<file path="config.mk">
export PLATFORM = sky130hd
export DESIGN_NAME = snap_capture_ctrl
export DESIGN_NICKNAME = d
export VERILOG_FILES = /design/src/rtl/snap_capture_ctrl.sv
export SDC_FILE = /design/constraint.sdc
export NUM_CORES = 1
export LEC_CHECK = 0
export ABC_AREA = 0
export CORE_ASPECT_RATIO = 1.2
export CORE_MARGIN = 10
export CORE_UTILIZATION = 38
export DETAILED_ROUTE_END_ITERATION = 12
export PLACE_DENSITY = 0.76
export RECOVER_POWER = 50
export SLEW_MARGIN = 30
export SYNTH_ARGS = -nofsm -noshare
export SYNTH_HDL_FRONTEND = slang
export SYNTH_SLANG_ARGS = --single-unit
</file>
<file path="constraint.sdc">
create_clock -name user_clk -period 2.2 [get_ports user_clk]
set_clock_uncertainty 0.05 [all_clocks]
set_input_delay 0.55 -clock user_clk [delete_from_list [all_inputs] [get_ports user_clk]]
set_output_delay 0.55 -clock user_clk [all_outputs]
set_load 0.01 [all_outputs]
</file>
<file path="src/rtl/snap_capture_ctrl.sv">
// Snapshot capture sequencer: decodes the software control word, waits for a trigger,
// streams qualified samples into a BRAM and publishes a done/busy/wrapped/last-address status word.
module snap_capture_ctrl #(
  parameter int unsigned DATA_W = 32,
  parameter int unsigned ADDR_W = 10
) (
  input  logic              user_clk,
  input  logic              user_rst_n,
  input  logic [31:0]       ctrl_in,
  input  logic              trig,
  input  logic              stop,
  input  logic [DATA_W-1:0] din,
  input  logic              din_valid,
  output logic [ADDR_W-1:0] bram_addr,
  output logic              bram_we,
  output logic [DATA_W-1:0] bram_din,
  output logic [31:0]       status_out
);

  localparam int unsigned CTRL_ARM      = 0;
  localparam int unsigned CTRL_TRIG_IMM = 1;
  localparam int unsigned CTRL_WE_ALL   = 2;
  localparam int unsigned CTRL_CIRC     = 3;
  localparam int unsigned ST_DONE       = 31;
  localparam int unsigned ST_BUSY       = 30;
  localparam int unsigned ST_WRAPPED    = 29;

  typedef enum logic [1:0] {IDLE, ARMED, CAPTURE, DONE} state_t;

  state_t            state, state_nxt;
  logic [1:0]        rst_sync;
  logic              rst_int_n;
  logic              arm_q;
  logic              we_all_q;
  logic              circ_q;
  logic [ADDR_W-1:0] cnt, cnt_nxt;
  logic              arm_rise_c;
  logic              wq_c;
  logic              wr_c;
  logic              wrapped_nxt;
  logic [ADDR_W-1:0] last_nxt;
  logic [31:0]       status_nxt;
  logic              unused_ctrl;

  assign unused_ctrl = ^ctrl_in[31:4];

  // Asynchronous assertion, synchronised release of the internal reset
  always_ff @(posedge user_clk or negedge user_rst_n) begin
    if (!user_rst_n) rst_sync <= 2'b00;
    else             rst_sync <= {rst_sync[0], 1'b1};
  end
  assign rst_int_n = rst_sync[1];

  assign arm_rise_c = ctrl_in[CTRL_ARM] & ~arm_q;
  assign wq_c       = we_all_q | din_valid;

  always_ff @(posedge user_clk or negedge rst_int_n) begin
    if (!rst_int_n) state <= IDLE;
    else            state <= state_nxt;
  end

  // Next state, write decision and next status fields; arm_rise overrides everything
  always_comb begin
    state_nxt   = state;
    wr_c        = 1'b0;
    cnt_nxt     = cnt;
    wrapped_nxt = status_out[ST_WRAPPED];
    last_nxt    = status_out[ADDR_W-1:0];
    if (arm_rise_c) begin
      state_nxt   = ctrl_in[CTRL_TRIG_IMM] ? CAPTURE : ARMED;
      cnt_nxt     = '0;
      wrapped_nxt = 1'b0;
      last_nxt    = '0;
    end else begin
      case (state)
        ARMED: begin
          if (trig) begin
            state_nxt = CAPTURE;
            wr_c      = wq_c;
          end
        end
        CAPTURE: begin
          if (circ_q && stop) state_nxt = DONE;
          else                wr_c      = wq_c;
        end
        default: ;
      endcase
      if (wr_c) begin
        cnt_nxt  = cnt + ADDR_W'(1);
        last_nxt = cnt;
        if (cnt == {ADDR_W{1'b1}}) begin
          if (circ_q) wrapped_nxt = 1'b1;
          else        state_nxt   = DONE;
        end
      end
    end
    status_nxt                = '0;
    status_nxt[ST_DONE]       = (state_nxt == DONE);
    status_nxt[ST_BUSY]       = (state_nxt == ARMED) || (state_nxt == CAPTURE);
    status_nxt[ST_WRAPPED]    = wrapped_nxt;
    status_nxt[ADDR_W-1:0]    = last_nxt;
  end

  always_ff @(posedge user_clk or negedge rst_int_n) begin
    if (!rst_int_n) begin
      arm_q      <= 1'b0;
      we_all_q   <= 1'b0;
      circ_q     <= 1'b0;
      cnt        <= '0;
      bram_addr  <= '0;
      bram_we    <= 1'b0;
      bram_din   <= '0;
      status_out <= '0;
    end else begin
      arm_q      <= ctrl_in[CTRL_ARM];
      cnt        <= cnt_nxt;
      bram_we    <= wr_c;
      status_out <= status_nxt;
      if (arm_rise_c) begin
        we_all_q <= ctrl_in[CTRL_WE_ALL];
        circ_q   <= ctrl_in[CTRL_CIRC];
      end
      if (wr_c) begin
        bram_addr <= cnt;
        bram_din  <= din;
      end
    end
  end

endmodule

</file>
==> results of run 1 <==
-- per-stage QoR --
stage | cells | TNS (ps) | setup WS [ps] | instance area [um2]
floorplan | 251 | 0 | 68.1 | 3370
global placement | 451 | -6430 | -269 | 4410
detailed placement | 451 | -8060 | -316 | 4410
CTS | 467 | 0 | 48.3 | 4650
global route | 468 | 0 | 4.17 | 4640
finish | 468 | 0 | 92.1 | 4640
-- cells in the mapped netlist (2+ instances only) --
cell type / n / area share
sky130_fd_sc_hd__dfrtp_1: 73 / 0.55
sky130_fd_sc_hd__mux2_4: 38 / 0.17
sky130_fd_sc_hd__buf_4: 20 / 0.045
sky130_fd_sc_hd__nand2_1: 14 / 0.016
sky130_fd_sc_hd__nor2_1: 14 / 0.016
sky130_fd_sc_hd__a22o_1: 11 / 0.029
sky130_fd_sc_hd__a21oi_1: 5 / 0.0076
sky130_fd_sc_hd__a31o_2: 5 / 0.013
sky130_fd_sc_hd__buf_12: 5 / 0.030
sky130_fd_sc_hd__clkbuf_1: 5 / 0.0057
sky130_fd_sc_hd__ha_1: 4 / 0.015
sky130_fd_sc_hd__inv_1: 4 / 0.0045
sky130_fd_sc_hd__mux2_2: 4 / 0.014
sky130_fd_sc_hd__xnor2_1: 4 / 0.011
sky130_fd_sc_hd__nand3_1: 3 / 0.0045
sky130_fd_sc_hd__a211oi_1: 2 / 0.0045
sky130_fd_sc_hd__conb_1: 2 / 0.0023
sky130_fd_sc_hd__nand4_1: 2 / 0.0038
-- state kept, by name (all words and copies together) (netlist names) --
name	flops
we_all_q	1
bram_addr	10
rst_sync	2
status_out	13
arm_q	1
circ_q	1
bram_we	1
state	2
bram_din	32
cnt	10
-- cell families after synthesis --
| kind of cell | count (synthesis) |
|---|---|
| flip-flops | 73 |
| XOR/XNOR | 4 |
| AO/OA/AOI/OAI | 34 |
| other | 2 |
| adder cells (fa/ha/maj) | 4 |
| buffers and inverters | 35 |
| multiplexers | 42 |
| AND/OR/NAND/NOR | 39 |
-- worst register-to-register path, stage by stage, from the launching register on --
cell	delay [ps]
sky130_fd_sc_hd__dfrtp_1	390
sky130_fd_sc_hd__inv_1	60
sky130_fd_sc_hd__ha_1	310
sky130_fd_sc_hd__o21bai_2	240
sky130_fd_sc_hd__a211oi_2	240
sky130_fd_sc_hd__nand4b_1	150
sky130_fd_sc_hd__a32oi_2	290
sky130_fd_sc_hd__ha_1	270
-- placed cells by master (no fill, tap or decap), types with 2 or more instances in the layout --
master                            instances
sky130_fd_sc_hd__inv_1                    4
sky130_fd_sc_hd__buf_12                   4
sky130_fd_sc_hd__nor2_1                  13
sky130_fd_sc_hd__dlygate4sd3_1           19
sky130_fd_sc_hd__nand4_1                  2
sky130_fd_sc_hd__a31o_2                   5
sky130_fd_sc_hd__mux2_2                   4
sky130_fd_sc_hd__clkdlybuf4s50_1         77
sky130_fd_sc_hd__nand2_1                 14
sky130_fd_sc_hd__xnor2_1                  4
sky130_fd_sc_hd__buf_4                   10
sky130_fd_sc_hd__clkbuf_1                 4
sky130_fd_sc_hd__conb_1                  20
sky130_fd_sc_hd__nand3_1                  3
sky130_fd_sc_hd__mux2_4                  38
sky130_fd_sc_hd__ha_1                     4
sky130_fd_sc_hd__clkinvlp_4               2
sky130_fd_sc_hd__a211oi_1                 2
sky130_fd_sc_hd__bufinv_16                3
sky130_fd_sc_hd__a22o_1                  11
sky130_fd_sc_hd__dfrtp_1                 73
sky130_fd_sc_hd__a21oi_1                  5
sky130_fd_sc_hd__clkbuf_8                 9
-- where the power goes --
group | internal [mW] | total, mW | switching, mW
clock | 0.753 | 1.25 | 0.496
combinational | 1.40 | 2.29 | 0.887
sequential | 1.73 | 1.95 | 0.220
-- worst paths after layout --
check | start | endpoint | slack [ps] | cells past startpoint
worst max-delay path | state[0]$_DFF_PN0_ | status_out[30]$_DFF_PN0_ | 90 | 7
worst min-delay path | rst_sync[0]$_DFF_PN0_ | rst_sync[1]$_DFF_PN0_ | 310 | 0
min in group asynchronous | rst_sync[1]$_DFF_PN0_ | bram_din[28]$_DFFE_PN0P_ | 380 | 0
worst max register to register | state[0]$_DFF_PN0_ | status_out[30]$_DFF_PN0_ | 90 | 7
max in group asynchronous | rst_sync[1]$_DFF_PN0_ | status_out[2]$_DFFE_PN0P_ | 450 | 1
worst min register to register | rst_sync[0]$_DFF_PN0_ | rst_sync[1]$_DFF_PN0_ | 310 | 0
-- timing repair --
| item | CTS | global route |
|---|---|---|
| endpoints found under the setup margin | 5 | 3 |
| setup buffers | 0 | 1 |
| gates resized for setup | 1 | 1 |
| pin swaps | 0 | 1 |
-- metal layers --
metal  GRT usage  part of all wire
met4      0.0412            0.0085
met2       0.206              0.51
met3      0.0386             0.053
met5           0                 0
met1       0.144              0.43
-- layout make-up --
class	instances	area share
clock buffer	9	0.0267
clock inverter	7	0.0256
inverter	4	0.00324
multi-input combinational	143	0.273
sequential	73	0.394
tap	117	0.0316
timing repair buffer	115	0.246
==> results by stage, run 1 <==
Run status:
- The run finished with clean final reports.

Synth:
- Synthesis produced between 200 and 250 cells.
- After synthesis the netlist holds a flip-flop and latch count of 73.
- The multiplexer share of the synthesized area is 0.186.
- Of the total synthesized cell area, the portion taken by AND, OR, NAND and NOR gates is 0.0530.
- The xor/xnor cell area share of the yosys netlist is 0.0106.
- The main flop type after synthesis is sky130_fd_sc_hd__dfrtp_1.
- Counting flops with a built-in enable in the synthesized netlist gives 0.
- The count of warnings emitted by yosys is 0.
- By area, the combinational part of the netlist is dominated by multiplexers.
- Of the total synthesized cell area, the portion taken by full adders, half adders and majority gates is 0.0151.
- For this run, asynchronously set or reset flops after synthesis account for 1.00.
- The compound-cell area share of the yosys netlist is 0.0927.
- The number of distinct library cells after synthesis is 36.
- In this run the cell area of the synthesized design comes to about 3300 um2.
- Dividing the synthesized area by the synthesized cell count gives about 14 um2.
- The portion of the post-synthesis area used by sequential elements is 0.553.

Job:
- Across the run, the number of max-cap violations was 0.

Global route:
- The via count of the first global-routing pass came to 2,371.
- The largest net degree at the start of global routing is 46.
- The aggregate global-route resource usage is 0.122.
- The initial antenna violation count is 0.
- For this run the aggregate overflow at the end of global routing stands at 0.
- The first global-routing pass estimated between 10 and 15 mm of wire.

Worst setup path:
- The type of destination of the critical path is a flop.
- For this design, the slowest cell found on the critical path is sky130_fd_sc_hd__dfrtp_1.
- The critical path goes through inv_1, ha_1, o21bai_2, a211oi_2, nand4b_1, a32oi_2, ha_1.
- For this run, the slowest stage of the critical path takes ~400 ps.
- The startpoint type of the worst setup path is a flop.
- The gate family responsible for the most delay along the worst path is compound AO/OA/AOI/OAI gates.
- The critical path data required time is around 2400 ps.
- The critical path class is reg -> reg.
- The data arrival time of the worst path is around 2300 ps.
- Together, buffers and inverters on the worst path number 1.
- Of all nets on the critical path, the largest fanout is 4.
- The most common cell type on the critical path is sky130_fd_sc_hd__ha_1.

STA:
- The tightest hold path in the finished design has a slack of around 310 ps.
- The worst max-slew margin expressed relative to the limit is 0.307.
- The number of failing hold endpoints at the final stage is 0.
- For the pin with the worst max-slew slack, the measured transition is between 1000 and 1500 ps.
- The max-slew violation total from the final report is 0.
- The final worst-path cycle share is 0.958.
- Setup violations remaining at the end of the flow were counted as 0.
- The final period demand of the worst path is around 2100 ps.
- Static timing analysis puts the maximum clock frequency at approximately 470 MHz.
- Setup repair after global routing left no endpoint under its margin.

Routing:
- Using the TritonRoute via totals, the vias-per-cell ratio works out to roughly 4.5.
- Wires add up to roughly 7.7 mm.
- The post-route DRC violation count is 0.
- The total via count in the routed design is around 2,100.
- The detail route stage leaves a number of antenna-violating nets equal to 0.
- The first routing iteration left 70 violations.
- The number of optimization iterations in the first detailed-route pass is 4.
- Dividing the detail-routed wire length by the instance count gives 16.3 um.

Cells and area:
- The number of fillers in the final layout is 753.
- The fraction of final layout cells with drive strength greater than 1 is 0.245.
- The final core utilization is 0.544.
- In the final design database the tool counted about 420 nets.
- Summing all multi-input logic gate instances after layout gives 1270 um2.
- The area growth from synthesis to layout is 40.3%.
- The area occupied by registers is 1830 um2.
- The number of antenna diodes in the final layout is 0.

Clocking:
- The clock slew seen by the registers of the worst setup and hold paths is 80 ps.
- The H-tree depth is 3.
- The TritonCTS buffer count is 9.
- In this run the clock root is driven by a sky130_fd_sc_hd__clkbuf_8.
- The maximum count of clock buffers along a single path is 2.
- The number of hold buffers added after CTS was 0.
- The clock tree from TritonCTS is yes.
- The number of clock sinks is 73.
- The latest clock arrival within the worst-skew pair is 340 ps.

Power and ir drop:
- The worst voltage drop across the vdd grid is ~0.00044 V.
- After layout, the design draws a total of approximately 5.5 mW.
- Power spread over the standard cell area amounts to 1180 nW/um2.
- The total leakage power is 2.08 nW.

Die:
- In this run the count of I/O pins placed on the die edge is roughly 140.
- The core region is approximately 8500 um2.
- The number of standard-cell rows in the floorplan is 37.
- The floorplan step defined a die boundary enclosing 12,800 um2.
- The die height is between 100 and 150 um.
- The die width is approximately 110 um.
- The initial utilization of the core area, before any placement, comes to 0.388.

Worst hold path:
- In this run the worst hold path is classified as reg -> reg.

Place:
- The final HPWL from detailed placement is 5.85 mm.
- The congestion estimate from routability-driven global placement came to roughly 0.83.
- The count of port buffers added during placement is 96.
(Power assumes the default switching activity.)
==> run 2: changes to the inputs <==
--- a/config.mk
+++ b/config.mk
@@ -10,8 +10,8 @@
 export CORE_MARGIN = 10
 export CORE_UTILIZATION = 38
 export DETAILED_ROUTE_END_ITERATION = 12
+export GPL_ROUTABILITY_DRIVEN = 0
 export PLACE_DENSITY = 0.76
-export RECOVER_POWER = 50
 export SLEW_MARGIN = 30
 export SYNTH_ARGS = -nofsm -noshare
 export SYNTH_HDL_FRONTEND = slang
==> run 2 against run 1 <==
Count of clock-buffer cells in the layout is the same. Clock power about the same. Sequential share of layout area shrank 0.22 points. Cell area grew 0.62%. Register-to-register slack is essentially flat. Routed wire length increased by 0.30%. Critical path depth did not move. Non-clock buffer count did not move. Critical endpoint unchanged. Highest routed layer unchanged.
==> results by stage, run 2 (synthesis results as in run 1) <==
Run status:
- The flow ran to the end, and the final reports show no timing, DRC or antenna violations.

Cells and area:
- The flip-flop count of the largest register, all copies and words added is 32 (unchanged).
- In the layout the commonest cells are sky130_fd_sc_hd__clkdlybuf4s50_1, sky130_fd_sc_hd__dfrtp_1, sky130_fd_sc_hd__mux2_4.
- The fraction of final layout cells with drive strength greater than 1 was 0.259 (+0.0142).
- The number of inserted diodes was 0 (unchanged).
- The final cell area excluding filler cells is 4670 um2 (+0.62%).
- Compared with the post-synthesis result, the final layout area differs by 41.1%.
- The number of nets in the layout came to 419 (unchanged).
- Leaving out fill and tap cells, the most frequent cell in the layout is sky130_fd_sc_hd__clkdlybuf4s50_1.
- Counting flops per register, the top entry is bram_din.
- The largest registers in the layout are bram_din: 32 flops, status_out: 13 flops.
- The final core utilization is 0.548 (+0.00338).
- The non-filler instance count after layout is 468 (unchanged).

Routing:
- The detailed-route vias per instance was 4.57 (+0.56%).
- The number of optimization iterations in the first detailed-route pass is 4 (unchanged).
- The final routed wire length divided by cell count came to 16.4 um (+0.30%).
- The total via count in the routed design is 2,138 (+0.56%).
- The number of nets still failing antenna checks after routing is 0 (unchanged).
- The total wire length is 7.67 mm (+0.30%).
- The post-route DRC violation count is 0 (unchanged).
- The number of DRC markers after the initial detailed-route iteration is 63 (-10%).

STA:
- The final setup slack of the worst path is 107 ps (+14.6 ps).
- The final period demand of the worst path is 2090 ps (-14.6 ps).
- Setup repair after global routing left no endpoint under its margin.
- The pin slew with the least headroom to its limit is 603 ps (-437 ps).
- The final worst-path cycle share is 0.952 (-0.00665).
- The sum of negative setup slack is 0 ps (unchanged).
- The number of failing hold endpoints at the final stage is 0 (unchanged).
- The max-slew violation total from the final report is 0 (unchanged).
- The maximum clock rate is 478 MHz (+0.70%).
- The final setup violation count was 0 (unchanged).
- The worst max-slew margin expressed relative to the limit is 0.598 (+0.291).
- The hold slack is 227 ps (-81.7 ps).

Power and ir drop:
- The worst voltage drop across the vdd grid is 0.000447 V (+0.78%).
- The total power is 5.56 mW (+1.5%).
- The total leakage power is 2.08 nW (about the same).
- The areal power density over the cells is 1190 nW/um2 (+0.88%).

Clocking:
- Clock tree synthesis selected as its root buffer the cell sky130_fd_sc_hd__clkbuf_8.
- The number of clock sinks is 73 (unchanged).
- The maximum count of clock buffers along a single path is 2 (unchanged).
- The latest clock arrival within the worst-skew pair was 340 ps (about the same).
- The clock slew seen by the registers of the worst setup and hold paths was 80 ps (about the same).
- The hold-fix buffer count after cts is 0 (unchanged).
- The TritonCTS buffer count is 9 (unchanged).
- TritonCTS built the clock tree.
- The H-tree depth was 3 (unchanged).

Global route:
- The initial antenna violation count is 0 (unchanged).
- The aggregate global-route resource usage came to 0.122 (unchanged).
- The via count of the first global-routing pass came to 2,371 (unchanged).
- The largest net degree at the start of global routing is 46 (unchanged).
- The remaining global-route overflow is 0 (unchanged).
- The global-route wire length before repair is 12.6 mm (unchanged).

Die:
- The I/O pin count is 144 (unchanged).
- The die area is 12,800 um2 (unchanged).
- The die width is 105 um (unchanged).
- The area inside the core boundary came to 8520 um2 (unchanged).
- The die height came to 122 um (unchanged).
- The starting density of the core came to 0.388 (unchanged).
- The number of standard-cell rows in the floorplan came to 37 (unchanged).

Job:
- The count of maximum capacitance violations came to 0 (unchanged).

Worst setup path:
- The data arrival time of the worst path was 2270 ps (about the same).
- The most common cell type on the critical path is sky130_fd_sc_hd__ha_1.
- The critical path is of the reg -> reg type.
- Traced cell by cell, the critical path runs through inv_1, ha_1, o21bai_2, a211oi_2, nand4b_1, a32oi_2, ha_1.
- The critical path data required time is 2380 ps (about the same).
- The stage delay of the slowest cell on the critical path is 390 ps (about the same).
- The type of destination of the critical path is a flop.
- The highest fanout seen on the critical path is 4 (unchanged).
- The worst reg-to-reg setup slack is 110 ps (about the same).
- The startpoint type of the worst setup path is a flop.
- On the critical path, the stage with the largest delay is an instance of sky130_fd_sc_hd__dfrtp_1.

Place:
- The post-place instance area is 4410 um2 (unchanged).
- The count of port buffers added during placement is 96 (unchanged).
- The cell count after placement is 451 (unchanged).
- The minimum setup slack after placement was -316 ps (unchanged).
- The final HPWL from detailed placement is 5.85 mm (unchanged).

Worst hold path:
- The tightest min-delay check is of the reg -> async type.
-- run 2: cell types whose count changed in the layout (fill, tap and decap cells not counted) --
cell | before | now
sky130_fd_sc_hd__buf_4 | 10 | 14
sky130_fd_sc_hd__buf_12 | 4 | 5
sky130_fd_sc_hd__dfrtp_1 | 73 | 72
sky130_fd_sc_hd__clkdlybuf4s50_1 | 77 | 96
sky130_fd_sc_hd__dlygate4sd3_1 | 19 | 0
sky130_fd_sc_hd__dfrtp_2 | 0 | 1
sky130_fd_sc_hd__clkbuf_1 | 4 | 0
sky130_fd_sc_hd__clkbuf_4 | 1 | 0
-- run 2: final cells by class --
| type | instances | area, um2 |
|---|---|---|
| Fill cell | 745 | 3850 |
| Sequential cell | 73 | 1830 |
| Multi-Input combinational cell | 143 | 1270 |
| Timing Repair Buffer | 115 | 1170 |
| Tap cell | 117 | 146 |
| Clock buffer | 9 | 124 |
| Clock inverter | 7 | 119 |
| Inverter | 4 | 15.0 |
-- run 2: power by group --
group          internal, mW  total [mW]  leakage (nW)  switching, mW
Combinational          1.47        2.36          1.03          0.888
Clock                 0.753        1.25         0.115          0.499
Sequential             1.73        1.95         0.935          0.228
Total                  3.95        5.56          2.08           1.61
-- run 2: final timing paths --
check,start,endpoint,depth (start not counted)
max,state[0]$_DFF_PN0_,status_out[30]$_DFF_PN0_,7
min,rst_sync[1]$_DFF_PN0_,bram_din[28]$_DFFE_PN0P_,0
max reg2reg,state[0]$_DFF_PN0_,status_out[30]$_DFF_PN0_,7
min reg2reg,rst_sync[1]$_DFF_PN0_,bram_din[28]$_DFFE_PN0P_,0
max in group asynchronous,rst_sync[1]$_DFF_PN0_,bram_addr[0]$_DFFE_PN0P_,1
min in group user_clk,rst_sync[0]$_DFF_PN0_,rst_sync[1]$_DFF_PN0_,0
-- run 2: metal layers --
metal	track usage	wire [um]	vias to the layer above
met4	0.0412	59	0
met5	0	0	-
met3	0.0386	404	5
li1	-	-	997
met2	0.206	3890	79
met1	0.144	3320	1057
-- run 2: repair_timing --
item / CTS / global route
resized for setup: 1 / 1
setup buffers: 0 / 1
endpoints found under the setup margin: 5 / 3
pin swaps: 0 / 1
-- run 2: critical path: cells and delay by family (launching register included) --
kind,cells,cell delay (ps)
fa+ha+maj,2,570
simple gates,1,150
buf+inv,1,60
flops,1,390
compound gates,3,760
==> run 3: changes to the inputs <==
--- a/config.mk
+++ b/config.mk
@@ -5,13 +5,13 @@
 export SDC_FILE = /design/constraint.sdc
 export NUM_CORES = 1
 export LEC_CHECK = 0
-export ABC_AREA = 0
+export ABC_AREA = 1
 export CORE_ASPECT_RATIO = 1.2
 export CORE_MARGIN = 10
 export CORE_UTILIZATION = 38
 export DETAILED_ROUTE_END_ITERATION = 12
 export GPL_ROUTABILITY_DRIVEN = 0
-export PLACE_DENSITY = 0.76
+export PLACE_DENSITY = 0.77
 export SLEW_MARGIN = 30
 export SYNTH_ARGS = -nofsm -noshare
 export SYNTH_HDL_FRONTEND = slang
==> run 3 against run 2 <==
Largest power group is now registers. Clock power shrank 6%. Largest cell class unchanged. Maximum frequency increased by 11%. Cell area is 3.5% lower. Setup slack better by 200 ps. Count of clock-buffer cells in the layout grew 2. Total power decreased by 15%. Routed wire length up 6.4%. Critical path depth decreased by 6. Cell count rose by 27%.
==> results by stage, run 3 <==
STA:
- The final setup violation count was 0 (unchanged).
- The final worst-path cycle share is 0.858 (-0.0931).
- The final setup slack of the worst path came to 312 ps (+205 ps).
- The sum of negative setup slack is 0 ps (unchanged).
- Setup repair after global routing left no endpoint under its margin.
- The max-slew violation total from the final report is 0 (unchanged).
- The final period demand of the worst path is 1890 ps (-205 ps).
- The number of failing hold endpoints at the final stage came to 0 (unchanged).
- The maximum clock rate came to 530 MHz (+11%).

Synth:
- The summed instance area of the synthesized netlist is 3190 um2 (-3.4%).
- Sorting the synthesized cells by area gives the leading types as sky130_fd_sc_hd__dfrtp_1, sky130_fd_sc_hd__nand2_1, sky130_fd_sc_hd__buf_4.
- The number of enable-type register cells in the synthesized netlist is 0 (unchanged).
- The number of distinct library cells after synthesis came to 21 (-42%).
- The count of warnings emitted by yosys is 0 (unchanged).
- The portion of the post-synthesis area used by sequential elements is 0.572 (+0.0197).
- The most frequent cell after synthesis is sky130_fd_sc_hd__nand2_1.
- The gate count of the mapped netlist is 370 (+59%).
- Ranked by instance count, the synthesized netlist is headed by sky130_fd_sc_hd__nand2_1, sky130_fd_sc_hd__dfrtp_1, sky130_fd_sc_hd__buf_4, sky130_fd_sc_hd__inv_1, sky130_fd_sc_hd__nor2_1.
- For this run, the leading register cell type out of synthesis is sky130_fd_sc_hd__dfrtp_1.
- The post-synthesis async set-or-reset flop share came to 1.00 (unchanged).
- The synthesized area per cell is 8.63 um2 (-39%).
- The fraction of post-synthesis cell area in the top cell type by area came to 0.572 (+0.0197).
- The total of flip-flops plus latches after synthesis is 73 (unchanged).
- The cell type with the highest aggregate area in the netlist is sky130_fd_sc_hd__dfrtp_1.

Global route:
- The via count of the first global-routing pass came to 2,854 (+20%).
- The initial antenna violation count was 0 (unchanged).
- The global-route wire length before repair is 13.6 mm (+7.9%).
- The remaining global-route overflow came to 0 (unchanged).
- The largest net degree at the start of global routing was 42 (-8.7%).
- The aggregate global-route resource usage is 0.132 (+0.0100).

Clocking:
- The number of clock sinks is 73 (unchanged).
- The clock slew seen by the registers of the worst setup and hold paths is 80 ps (about the same).
- The post-CTS setup-driven buffer insertion count is 0 (unchanged).
- The H-tree depth is 3 (unchanged).
- The post-cts gate resize count is 0 (-1).
- The hold-fix buffer count after cts is 0 (unchanged).
- CTS placed an instance of sky130_fd_sc_hd__clkbuf_8 at the clock tree root.
- The TritonCTS buffer count is 9 (unchanged).
- The latest clock arrival within the worst-skew pair came to 360 ps (+20 ps).
- TritonCTS built the clock tree.
- The maximum count of clock buffers along a single path came to 2 (unchanged).

Routing:
- The detailed-route vias per instance is 4.47 (-2.2%).
- The total wire length came to 8.16 mm (+6.4%).
- The post-route DRC violation count is 0 (unchanged).
- The total via count in the routed design came to 2,664 (+25%).
- The number of DRC markers after the initial detailed-route iteration was 117 (+86%).
- The final routed wire length divided by cell count is 13.7 um (-16%).
- The number of nets still failing antenna checks after routing is 0 (unchanged).
- The number of optimization iterations in the first detailed-route pass was 4 (unchanged).

Die:
- The die height is 120 um (-1.5%).
- The area inside the core boundary was 8150 um2 (-4.3%).
- The die area is 12,500 um2 (-2.8%).
- The I/O pin count is 144 (unchanged).
- The die width was 104 um (-1.4%).
- The number of standard-cell rows in the floorplan is 36 (-2.7%).
- The starting density of the core is 0.391 (+0.00343).

Worst setup path:
- The stage delay of the slowest cell on the critical path was 570 ps (+180 ps).
- The startpoint type of the worst setup path is a flop.
- The highest fanout seen on the critical path is 2 (-2).
- The critical path data required time was 1600 ps (-780 ps).
- The data arrival time of the worst path is 1290 ps (-980 ps).
- The gate family responsible for the most delay along the worst path is buffers and inverters.
- The standard cell with the maximum stage delay on the critical path is sky130_fd_sc_hd__clkdlybuf4s50_1.
- The critical path class is reg -> out.
- The signal on the critical path passes through clkdlybuf4s50_1.
- The type of destination of the critical path is an output pin.
- The number of buffer and inverter stages on the critical path is 1 (unchanged).

Cells and area:
- The fraction of final layout cells with drive strength greater than 1 is 0.0768 (-0.182).
- The library cell used most frequently in the layout, excluding fill and tap cells, is sky130_fd_sc_hd__nand2_1.
- The final cell area excluding filler cells is 4500 um2 (-3.5%).
- The number of nets in the layout came to 550 (+31%).
- The flip-flop count of the largest register, all copies and words added is 32 (unchanged).
- The area added between synthesis and finish is 41.0% (about the same).
- In the final layout, the registers with the most flip-flops are bram_din: 32 flops, status_out: 13 flops.
- Leaving out fill and tap cells, the most frequent cells in the layout are sky130_fd_sc_hd__nand2_1, sky130_fd_sc_hd__clkdlybuf4s50_1, sky130_fd_sc_hd__dfrtp_1.
- The number of inserted diodes was 0 (unchanged).
- Ranked by flip-flop count, first place goes to bram_din.

Power and ir drop:
- The combinational cell fraction of total power is 0.358 (-0.066).
- The areal power density over the cells was 1050 nW/um2 (-12%).
- The power dissipated by switching net loads is 1.53 mW (-5.2%).
- The switching fraction of total power was 0.323 (+0.0327).
- The worst voltage drop across the vdd grid is 0.000612 V (+37%).
- The part of the total power dissipated in sequential elements came to 0.395 (+0.044).
- The total leakage power is 2.32 nW (+12%).
- The power share of the clock group is 0.247 (+0.022).
- The internal cell power was 3.21 mW (-19%).

Place:
- The post-place instance area is 4280 um2 (-2.9%).
- The minimum setup slack after placement came to 23.1 ps (+339 ps).
- The count of port buffers added during placement came to 96 (unchanged).
- The final HPWL from detailed placement is 6.22 mm (+6.3%).

Run status:
- The flow ran to the end, and the final reports show no timing, DRC or antenna violations.

Worst hold path:
- The tightest min-delay check is of the reg -> async type.

Job:
- The count of maximum capacitance violations is 0 (unchanged).
run 3: cell families (layout without fill, tap and decap cells):
group | count (synthesis) | in the layout | synth area share
simple gates | 228 | 228 | 0.298
fa+ha+maj | 4 | 4 | 0.0157
xor+xnor | 1 | 1 | 0.00274
compound gates | 12 | 12 | 0.0188
flops | 73 | 73 | 0.572
other cells | 2 | 20 | 0.00235
buf+inv | 50 | 144 | 0.0898
run 3: worst paths after layout:
path / from / to / slack (ps) / cells after the start
hold / removal: rst_sync[1]$_DFF_PN0_ / bram_din[9]$_DFFE_PN0P_ / 220 / 0
setup reg to reg: state[0]$_DFF_PN0_ / status_out[30]$_DFF_PN0_ / 350 / 11
max in group asynchronous: rst_sync[1]$_DFF_PN0_ / bram_addr[7]$_DFFE_PN0P_ / 1310 / 1
setup / recovery: status_out[2]$_DFFE_PN0P_ / status_out[2] / 310 / 1
hold reg to reg: rst_sync[1]$_DFF_PN0_ / bram_din[9]$_DFFE_PN0P_ / 220 / 0
min in group user_clk: rst_sync[0]$_DFF_PN0_ / rst_sync[1]$_DFF_PN0_ / 310 / 0
run 3: power groups by stage:
stage | clock network [mW] | logic (mW) | registers [mW]
after floorplan | 0 | 0.662 | 2.04
after global placement | 0 | 1.68 | 1.89
after detailed placement | 0 | 1.73 | 1.90
after CTS | 1.21 | 1.74 | 1.88
after global routing | 1.25 | 1.89 | 1.92
final | 1.17 | 1.70 | 1.87
run 3: area by class of cell:
type,count,area (um2)
Inverter,21,78.8
Multi-Input combinational cell,265,1150
Sequential cell,73,1830
Timing Repair Buffer,107,1080
Clock buffer,11,141
Clock inverter,5,80.1
Tap cell,114,143
Fill cell,745,3650
run 3: stage by stage:
stage	util	hold slack, ps	instances	power (mW)
floorplan	-	204	388	2.70
global placement	0.525	238	580	3.56
detailed placement	0.525	236	580	3.63
CTS	0.552	252	596	4.83
global route	0.552	269	596	5.06
finish	0.552	223	596	4.74
run 3: metal layers:
layer | GRT usage | up-vias | share of wire
met5 | 0 | - | 0
met4 | 0.0549 | 0 | 0.015
met3 | 0.0670 | 14 | 0.10
met2 | 0.223 | 86 | 0.49
met1 | 0.136 | 1253 | 0.39
li1 | - | 1311 | -
==> RTL edit, RTL diff (flow settings as in run 3) <==
`DATA_W`: 32 -> 48.
--- a/src/rtl/snap_capture_ctrl.sv
+++ b/src/rtl/snap_capture_ctrl.sv
@@ -1,7 +1,7 @@
 // Snapshot capture sequencer: decodes the software control word, waits for a trigger,
 // streams qualified samples into a BRAM and publishes a done/busy/wrapped/last-address status word.
 module snap_capture_ctrl #(
-  parameter int unsigned DATA_W = 32,
+  parameter int unsigned DATA_W = 48,
   parameter int unsigned ADDR_W = 10
 ) (
   input  logic              user_clk,
Ports: changed (resized bram_din and din); port bits go from 144 to 176. No check against the original RTL was run, so the function may have changed too.
==> RTL edit against run 3 <==
- wire length is 21% higher
- area after synthesis is 17% higher
- fmax is 0.25% higher
- sequential cell count is 16 higher
- sequential share of layout area is 0.18 points lower
- design area is 22% higher
- total power is 39% higher
- count of clock-buffer cells in the layout stayed put
- setup slack better by 4.7 ps
- clock power is 50% higher
- register-to-register slack worse by 30 ps
- critical endpoint is now status_out[30]
- largest cell class unchanged
- largest power group unchanged
==> RTL edit: results (changes against run 3) <==
Synth cell types: 22 (was 21)
Top Registers: bram_din (48), status_out (13) (was bram_din (32), status_out (13))
Vias: 3,083 (was 2,664)
largest cells by area after synthesis: dfrtp_1 (60%), nand2_1 (24%), buf_4 (4.2%) (was dfrtp_1 (57%), nand2_1 (22%), buf_4 (4.7%))
routed len/inst: 14.3 µm (was 13.7 µm)
dpl hpwl: 7490 µm (was 6220 µm)
Syn Area/Cell: 8.65 µm² (was 8.63 µm²)
Post-synth EDFFs: 0 (unchanged)
Post-CTS Setup Inserts: 0 (unchanged)
status: finished clean (unchanged)
fraction of layout cells with a size suffix above 1: 0.0598 (was 0.0768)
VDD IR-drop max: 0.838 mV (was 0.612 mV)
initial drt markers: 94 (was 117)
pin count of the biggest net entering global routing: 46 (was 42)
Commonest cells post-synth: nand2_1 (237), dfrtp_1 (89), buf_4 (21) (was nand2_1 (188), dfrtp_1 (73), buf_4 (20), inv_1 (20), nor2_1 (13))
Clock Path Buffers: 2 (unchanged)
CTS Root Cell: clkbuf_16 (was clkbuf_8)
first drt pass iteration count: 4 (unchanged)
worst-path fanout max: 5 (was 2)
Post-CTS Resized: 0 (unchanged)
nets@finish: 653 (was 550)
Seq/Total Area, Yosys: 0.596 (was 0.572)
CTS buffer count: 9 (unchanged)
global-route wire length before repair: 16,000 µm (was 13,600 µm)
I/O Buffers: 128 (was 96)
clock insertion delay at the later pin of the skew report: 330 ps (was 360 ps)
Worst Path Arrival: 2050 ps (was 1290 ps)
placed insts: 676 (was 580)
Worst-path clk slew: 60 ps (was 80 ps)
FILL cells: 867 (was 745)
P_leak: 2.81 nW (was 2.32 nW)
number of global-route vias before repair: 3,210 (was 2,854)
Hold Crit Class: flip-flop to async pin (unchanged)
all-layer global routing usage: 0.136 (was 0.132)
vias per std cell: 4.46 (was 4.47)
Slew @ Worst Pin: 594 ps
initial antenna violation count: 0 (unchanged)
Syn. warnings: 0 (unchanged)
async set-or-reset flop fraction in the synthesized netlist: 1.00 (unchanged)
antenna cells: 0 (unchanged)
H-tree levels: 3 (unchanged)
-- RTL edit: changes by cell type in the layout (fill, tap and decap cells not counted), moves of 3 or more --
cell | run 3 | this run
clkdlybuf4s50_1 | 96 | 128
nor2_1 | 13 | 9
clkbuf_8 | 10 | 1
clkbuf_16 | 0 | 9
buf_4 | 8 | 3
nand2_1 | 188 | 237
dfrtp_1 | 72 | 88
buf_12 | 3 | 6
-- RTL edit: kinds of logic (layout without fill, tap and decap cells) --
group | Yosys count | after routing | synth area share
simple gates | 269 | 269 | 0.286
flops | 89 | 89 | 0.596
buf+inv | 52 | 171 | 0.0774
compound gates | 14 | 14 | 0.0201
fa+ha+maj | 4 | 4 | 0.0134
other cells | 2 | 20 | 0.00201
xor+xnor | 2 | 2 | 0.00469
-- RTL edit: area by class of cell --
type | count | area, µm² | share of cell area
Clock buffer | 11 | 243 | 0.0441
Clock inverter | 5 | 103 | 0.0186
Inverter | 18 | 67.6 | 0.0123
Multi-Input combinational cell | 309 | 1290 | 0.234
Sequential cell | 89 | 2230 | 0.405
Tap cell | 123 | 154 | 0.0279
Timing Repair Buffer | 137 | 1420 | 0.258
-- RTL edit: path summary, 6_finish.rpt --
| kind | slack, ps | from | cells past startpoint | endpoint |
|---|---|---|---|---|
| worst max register to register | 320 | state[0] | 8 | status_out[30] |
| max in group asynchronous | 1160 | rst_sync[1] | 1 | bram_din[31] |
| worst max-delay path | 320 | state[0] | 8 | status_out[30] |
| worst min-delay path | 290 | rst_sync[1] | 0 | cnt[1] |
| worst min register to register | 290 | rst_sync[1] | 0 | cnt[1] |
| min in group user_clk | 300 | rst_sync[0] | 0 | rst_sync[1] |
-- RTL edit: where the power goes --
group	internal (W)	total (W)	switching, W
clock network	0.00114	0.00175	0.000606
registers	0.00213	0.00242	0.000291
logic	0.00124	0.00241	0.00117
total	0.00451	0.00657	0.00207
-- RTL edit: worst max-delay path: stages, from the launching register on --
cell and delay (ps):
dfrtp_1 370, inv_1 70, ha_1 330, inv_1 100, nand2_2 110, nor2_4 190
nand2_1 80, a21oi_1 210, ha_1 270
-- RTL edit: layer usage --
metal / global-route usage / wire, µm
met1: 0.135 / 3640
met2: 0.240 / 5140
met3: 0.0665 / 987
met4: 0.0506 / 113
met5: 0 / 0
-- RTL edit: metrics by stage --
step           area, µm²  total power [W]  hold WS [ps]  worst slack, ps
2_1_floorplan       3800          0.00353           204              453
3_3_place_gp        5160          0.00480           285             58.1
3_5_place_dp        5160          0.00490           287             3.36
5_1_grt             5510          0.00700           318              153
6_report            5510          0.00657           294              316
4_1_cts             5510          0.00669           301              310
